## config.mk

```make
export PLATFORM = sky130hd
export DESIGN_NAME = x2050_ibq
export DESIGN_NICKNAME = d
export VERILOG_FILES = /design/src/rtl/x2050_ibq.sv
export SDC_FILE = /design/constraint.sdc
export NUM_CORES = 1
export LEC_CHECK = 0
export ABC_AREA = 0
export CAP_MARGIN = 20
export CORE_UTILIZATION = 47
export CTS_BUF_LIST = sky130_fd_sc_hd__clkbuf_4 sky130_fd_sc_hd__clkbuf_8
export DETAILED_ROUTE_END_ITERATION = 10
export GPL_ROUTABILITY_DRIVEN = 0
export GPL_TIMING_DRIVEN = 0
export PLACE_DENSITY = 0.78
export SYNTH_ARGS = -nofsm -noshare
export SYNTH_HDL_FRONTEND = slang
export SYNTH_SLANG_ARGS = --single-unit
```

## constraint.sdc

```tcl
create_clock -name i_clk -period 4.7 [get_ports i_clk]
set_input_delay 1.175 -clock i_clk [delete_from_list [all_inputs] [get_ports i_clk]]
set_output_delay 1.175 -clock i_clk [all_outputs]
set_load 0.02 [all_outputs]
```

## src/rtl/x2050_ibq.sv

```systemverilog
// x2050_ibq: halfword instruction buffer queue fed by word fetches, with fetch sequencer and status.
// Optional X2050_IBQ_BYPASS_EN presents acked fetch data at the head in the ack cycle when the queue is empty.
module x2050_ibq #(
  parameter int unsigned PTR_W = 3
) (
  input  logic             i_clk,
  input  logic             i_reset,
  input  logic             i_ros_advance,
  input  logic             i_flush,
  input  logic [23:0]      i_new_iar,
  output logic             o_fetch_req,
  output logic [23:0]      o_fetch_addr,
  input  logic             i_fetch_ack,
  input  logic [31:0]      i_fetch_data,
  input  logic             i_invalid_address,
  input  logic             i_consume,
  output logic [47:0]      o_op,
  output logic [1:0]       o_ilc,
  output logic             o_op_ready,
  output logic [PTR_W:0]   o_count,
  output logic             o_ibfull,
  output logic             o_refetch_stat,
  output logic             o_one_syllable_op_stat,
  output logic [1:0]       o_fetch_stat_fcn
);

  localparam int unsigned DEPTH = 2 ** PTR_W;
  localparam int unsigned CW    = PTR_W + 1;

  typedef enum logic [1:0] {S_IDLE, S_REQ, S_DROP, S_FAULT} state_t;

  state_t           state;
  logic [15:0]      mem [DEPTH];
  logic [PTR_W-1:0] rd_ptr;
  logic [PTR_W-1:0] wr_ptr;
  logic             odd_start;
  logic             flush_q;
  logic             wr_en;
  logic             cons_ok;
  logic [CW-1:0]    free_c;
  logic [CW-1:0]    wr_n;
  logic [CW-1:0]    rm_n;
  logic [CW-1:0]    view_cnt;
  logic [47:0]      head;
  logic             unused_iar0;

  assign unused_iar0 = i_new_iar[0];
  assign flush_q     = i_ros_advance & i_flush;
  assign free_c      = CW'(DEPTH) - o_count;
  assign o_ibfull    = free_c < CW'(2);
  assign wr_en       = (state == S_REQ) & i_fetch_ack & ~i_invalid_address & ~flush_q;
  assign wr_n        = wr_en ? (odd_start ? CW'(1) : CW'(2)) : CW'(0);

  // Head window: three halfwords from rd_ptr, or the incoming word when bypassing an empty queue
  always_comb begin
    head     = {mem[rd_ptr], mem[rd_ptr + PTR_W'(1)], mem[rd_ptr + PTR_W'(2)]};
    view_cnt = o_count;
`ifdef X2050_IBQ_BYPASS_EN
    if (o_count == '0 && wr_en) begin
      head     = odd_start ? {i_fetch_data[15:0], 32'h0} : {i_fetch_data, 16'h0};
      view_cnt = wr_n;
    end
`endif
  end

  assign o_op = head;

  always_comb begin
    case (head[47:46])
      2'b00:   o_ilc = 2'd1;
      2'b11:   o_ilc = 2'd3;
      default: o_ilc = 2'd2;
    endcase
  end

  assign o_op_ready = (view_cnt != '0) && (view_cnt >= CW'(o_ilc));
  assign cons_ok    = i_ros_advance & i_consume & ~flush_q & o_op_ready;
  assign rm_n       = cons_ok ? CW'(o_ilc) : CW'(0);

  // Occupancy, pointers and retire status
  always_ff @(posedge i_clk or posedge i_reset) begin
    if (i_reset) begin
      o_count                <= '0;
      rd_ptr                 <= '0;
      wr_ptr                 <= '0;
      o_one_syllable_op_stat <= 1'b0;
    end else if (flush_q) begin
      o_count                <= '0;
      rd_ptr                 <= '0;
      wr_ptr                 <= '0;
      o_one_syllable_op_stat <= 1'b0;
    end else begin
      o_count <= o_count - rm_n + wr_n;
      rd_ptr  <= rd_ptr + PTR_W'(rm_n);
      wr_ptr  <= wr_ptr + PTR_W'(wr_n);
      if (cons_ok) o_one_syllable_op_stat <= (o_ilc == 2'd1);
    end
  end

  // Halfword storage; big-endian word, so [31:16] is the lower address
  always_ff @(posedge i_clk) begin
    if (wr_en) begin
      if (odd_start) begin
        mem[wr_ptr] <= i_fetch_data[15:0];
      end else begin
        mem[wr_ptr]               <= i_fetch_data[31:16];
        mem[wr_ptr + PTR_W'(1)]   <= i_fetch_data[15:0];
      end
    end
  end

  function automatic logic [1:0] idle_fcn(input logic odd);
    return odd ? 2'd0 : 2'd2;
  endfunction

  // Fetch sequencer with registered request and status outputs
  always_ff @(posedge i_clk or posedge i_reset) begin
    if (i_reset) begin
      state            <= S_IDLE;
      o_fetch_req      <= 1'b0;
      o_fetch_addr     <= '0;
      odd_start        <= 1'b0;
      o_refetch_stat   <= 1'b0;
      o_fetch_stat_fcn <= 2'd2;
    end else if (flush_q) begin
      o_fetch_addr <= {i_new_iar[23:2], 2'b00};
      odd_start    <= i_new_iar[1];
      if ((state == S_REQ || state == S_DROP) && !i_fetch_ack) begin
        state            <= S_DROP;
        o_fetch_req      <= 1'b1;
        o_refetch_stat   <= 1'b1;
        o_fetch_stat_fcn <= 2'd1;
      end else begin
        state            <= S_IDLE;
        o_fetch_req      <= 1'b0;
        o_refetch_stat   <= 1'b0;
        o_fetch_stat_fcn <= idle_fcn(i_new_iar[1]);
      end
    end else begin
      case (state)
        S_IDLE: begin
          if (free_c >= (odd_start ? CW'(1) : CW'(2))) begin
            state       <= S_REQ;
            o_fetch_req <= 1'b1;
          end
        end
        S_REQ: begin
          if (i_fetch_ack) begin
            o_fetch_req <= 1'b0;
            if (i_invalid_address) begin
              state            <= S_FAULT;
              o_fetch_stat_fcn <= 2'd3;
            end else begin
              state            <= S_IDLE;
              o_fetch_addr     <= o_fetch_addr + 24'd4;
              odd_start        <= 1'b0;
              o_fetch_stat_fcn <= 2'd2;
            end
          end
        end
        S_DROP: begin
          if (i_fetch_ack) begin
            state            <= S_IDLE;
            o_fetch_req      <= 1'b0;
            o_refetch_stat   <= 1'b0;
            o_fetch_stat_fcn <= idle_fcn(odd_start);
          end
        end
        default: ;
      endcase
    end
  end

endmodule

```

==> run_results.csv <==
group,metric,value,unit
yosys,synth-edff-count,128,
floorplan,core.rowCount,54,
power,p_leak,4.62,nW
clocking,clk_pin_slew,100,ps
clocking,clockBufferDepth,2,
yosys,yosysSeqAreaShare,46.1,%
yosys,ys_async_sr_fraction,23.8,%
yosys,synth_area,10500,sq um
global_route,grt_pass1_vias,8462,
floorplan,ioPinCount,148,
final_layout,nets,1200,
sta,worst_hold_slack,498,ps
yosys,syn_avg_cell_area,11.0,sq um
final_layout,fill_cells,1791,
yosys,ys_types,53,
place,hpwl,22.0,mm
clocking,cts_buffers,17,
flow_run,cap_violations,0,
global_route,grt_use_total,28.6,%
global_route,grt_pass1_wl,47.8,mm
final_layout,multiInputGateArea,5170,sq um
floorplan,dieArea,23000,sq um
global_route,grt_antenna_before_repair,2,
sta,tightest_slew,1010,ps
route,route.detailed.drc,0,
final_layout,layout-drive-gt1-share,20.1,%
global_route,grt_overflow,0,
worst_setup_path,endpoint_kind,"output port",
sta,setup_viol,0,
yosys,synthCells,956,
clocking,clk_latency,480,ps
route,vias,8563,
route,wl_per_cell,22.5,um
sta,fin_worst_skew,16.0,ps
clocking,holdBufCountCts,0,
yosys,ys_seq_elements,168,
min_path,hold_path.class,"register to register",
sta,timing.fmax,218,MHz
yosys,yosys_most_used_dff,"edfxtp_1",
yosys,yosysWarnings,0,
floorplan,die_width,152,um
outcome,outcome,"finished, final reports clean",
worst_setup_path,worstSetupStartpointType,"register",
final_layout,final_util,58.5,%
floorplan,die_y,152,um
sta,setup_ws,116,ps
route,first_iter_violations,958,
worst_setup_path,critPathMaxFanout,10,
route,ant_nets,0,
sta,max_slew_margin,32.7,%
route,drt-pass1-iter-count,5,
route,routed_wl,31.7,mm
worst_setup_path,critPathRequiredTime,3520,ps
sta,post-route-min-period,4580,ps
sta,finalCritPeriodShare,97.5,%
global_route,grt_max_degree,41,
worst_setup_path,crit_arrival,3410,ps
power,power_density,515,nW/um^2
final_layout,syn2layout_area_growth,21.8,%
clocking,cts_root_buf,"clkbuf_8",
floorplan,core-area,21900,sq um
floorplan,initial_core_util,48.1,%
power,peakVddDrop,493,uV
final_layout,seq_area,4850,sq um
worst_setup_path,critPathKind,"register to output port",
place,dp_slack,-499,ps
sta,slew_violations,0,
power,total_power,6.60,mW
clocking,cts_tree,"yes",
clocking,numClockSinks,168,
route,viasPerCell,6.08,
clocking,cts_max_level,4,
sta,finalHoldViolCount,0,
place,portBuffers,128,
==> cell families after synthesis <==
| family | share of synthesized area [%] |
|---|---|
| xor gates and xnor gates | 2.33 |
| DFF | 46.1 |
| muxes | 21.8 |
| AOI/OAI and AO/OA | 9.86 |
| adders and majority gates | 3.02 |
| and+or+nand+nor | 11.1 |
| buffers and inverters | 5.71 |
| other | 0.0357 |
==> metrics by stage <==
stage / TNS [ps] / instances / cell area (sq um)
2_1_floorplan: 0 / 957 / 10500
3_3_place_gp: -44170 / 1365 / 12200
3_5_place_dp: -1380 / 1373 / 12300
4_1_cts: 0 / 1405 / 12800
5_1_grt: -7.38 / 1407 / 12800
6_report: 0 / 1408 / 12800
==> cells in the final DEF, fill, tap and decap left out, types with 5 or more instances in the layout <==
cell type,netlist,routed
buf_8,0,10
xnor2_1,8,8
nor2_1,134,134
nand3_1,9,9
mux2_2,47,47
edfxtp_1,128,128
ha_1,19,19
xor2_1,20,20
nand4_1,7,7
and3_1,5,5
o21ai_2,0,5
nand2_1,72,72
and2_1,5,5
mux2i_1,63,63
inv_1,37,36
clkbuf_8,0,17
a21oi_1,122,119
buf_2,32,25
buf_4,5,11
nand2b_1,7,6
dfrtp_1,39,39
clkbuf_1,24,21
clkdlybuf4s50_1,0,127
mux4_2,48,48
o21ai_0,61,56
buf_6,7,8
clkbuf_2,9,12
==> metal layers <==
layer | global-route usage, % | part of all wire, % | routed length, um | vias up
met4 | 12.3 | 3.9 | 1250 | 0
met2 | 46.6 | 48 | 15100 | 609
met3 | 7.01 | 12 | 3850 | 104
met1 | 36.2 | 36 | 11500 | 4075
li1 | - | - | - | 3775
met5 | 0 | 0 | 0 | -
==> final cells by class <==
| cell class | count | area share [%] |
|---|---|---|
| inverter | 38 | 1.13 |
| buffer | 79 | 3.81 |
| clock inverter | 15 | 1.19 |
| sequential | 168 | 37.8 |
| clock buffer | 17 | 1.83 |
| tap | 280 | 2.73 |
| timing repair buffer | 139 | 11.1 |
| antenna | 1 | 0.0195 |
| multi-input combinational | 671 | 40.3 |
==> what timing repair did <==
item                                   4_1_cts  5_1_grt
setup endpoints to repair                    6       11
endpoints found under the hold margin        0        0
pin swaps                                    0        2
setup buffers                                0        3
gates resized for setup                     20        9
==> cell usage after synthesis (all sizes together), types with 6 or more instances <==
master | number | share of area [%]
nor2 | 134 | 4.8
edfxtp | 128 | 37
a21oi | 122 | 5.8
nand2 | 72 | 2.6
mux2i | 67 | 6.5
o21ai | 61 | 2.9
mux4 | 48 | 10
buf | 47 | 3.0
mux2 | 47 | 5.0
dfrtp | 39 | 9.3
inv | 38 | 1.4
clkbuf | 33 | 1.3
xor2 | 20 | 1.7
ha | 19 | 2.3
nand3 | 10 | 0.59
nand4 | 9 | 0.65
xnor2 | 8 | 0.67
nand2b | 7 | 0.42
and2 | 6 | 0.38
==> final timing paths <==
check | start | to | slack [ps] | depth (start not counted)
max | rd_ptr[0] | o_op[29] | 120 | 6
min | o_fetch_stat_fcn[1] | o_fetch_stat_fcn[1] | 500 | 2
max reg2reg | rd_ptr[2] | o_count[3] | 210 | 20
min reg2reg | o_fetch_stat_fcn[1] | o_fetch_stat_fcn[1] | 500 | 2
max in group asynchronous | i_reset | rd_ptr[2] | 2960 | 2
min in group asynchronous | i_reset | o_fetch_addr[11] | 1180 | 2
==> worst max-delay path, cell delays in order, from the launching register on <==
cell and delay, ps:
dfrtp_1 440, ha_1 300, clkbuf_1 240, clkbuf_1 680, mux4_2 400, mux2_2 310, clkdlybuf4s50_1 540
==> state kept, by name, indices dropped and copies added (netlist names) <==
signal	flops
o_fetch_req	1
o_fetch_stat_fcn	2
o_refetch_stat	1
wr_ptr	3
rd_ptr	3
o_one_syllable_op_stat	1
odd_start	1
mem	128
o_fetch_addr	22
state	2
o_count	4
==> report_power, final <==
part	switching, mW	internal [mW]
logic	1.97	1.69
registers	0.128	1.78
clock network	0.630	0.395
total	2.73	3.87
Power figures use the tool's default switching activity.
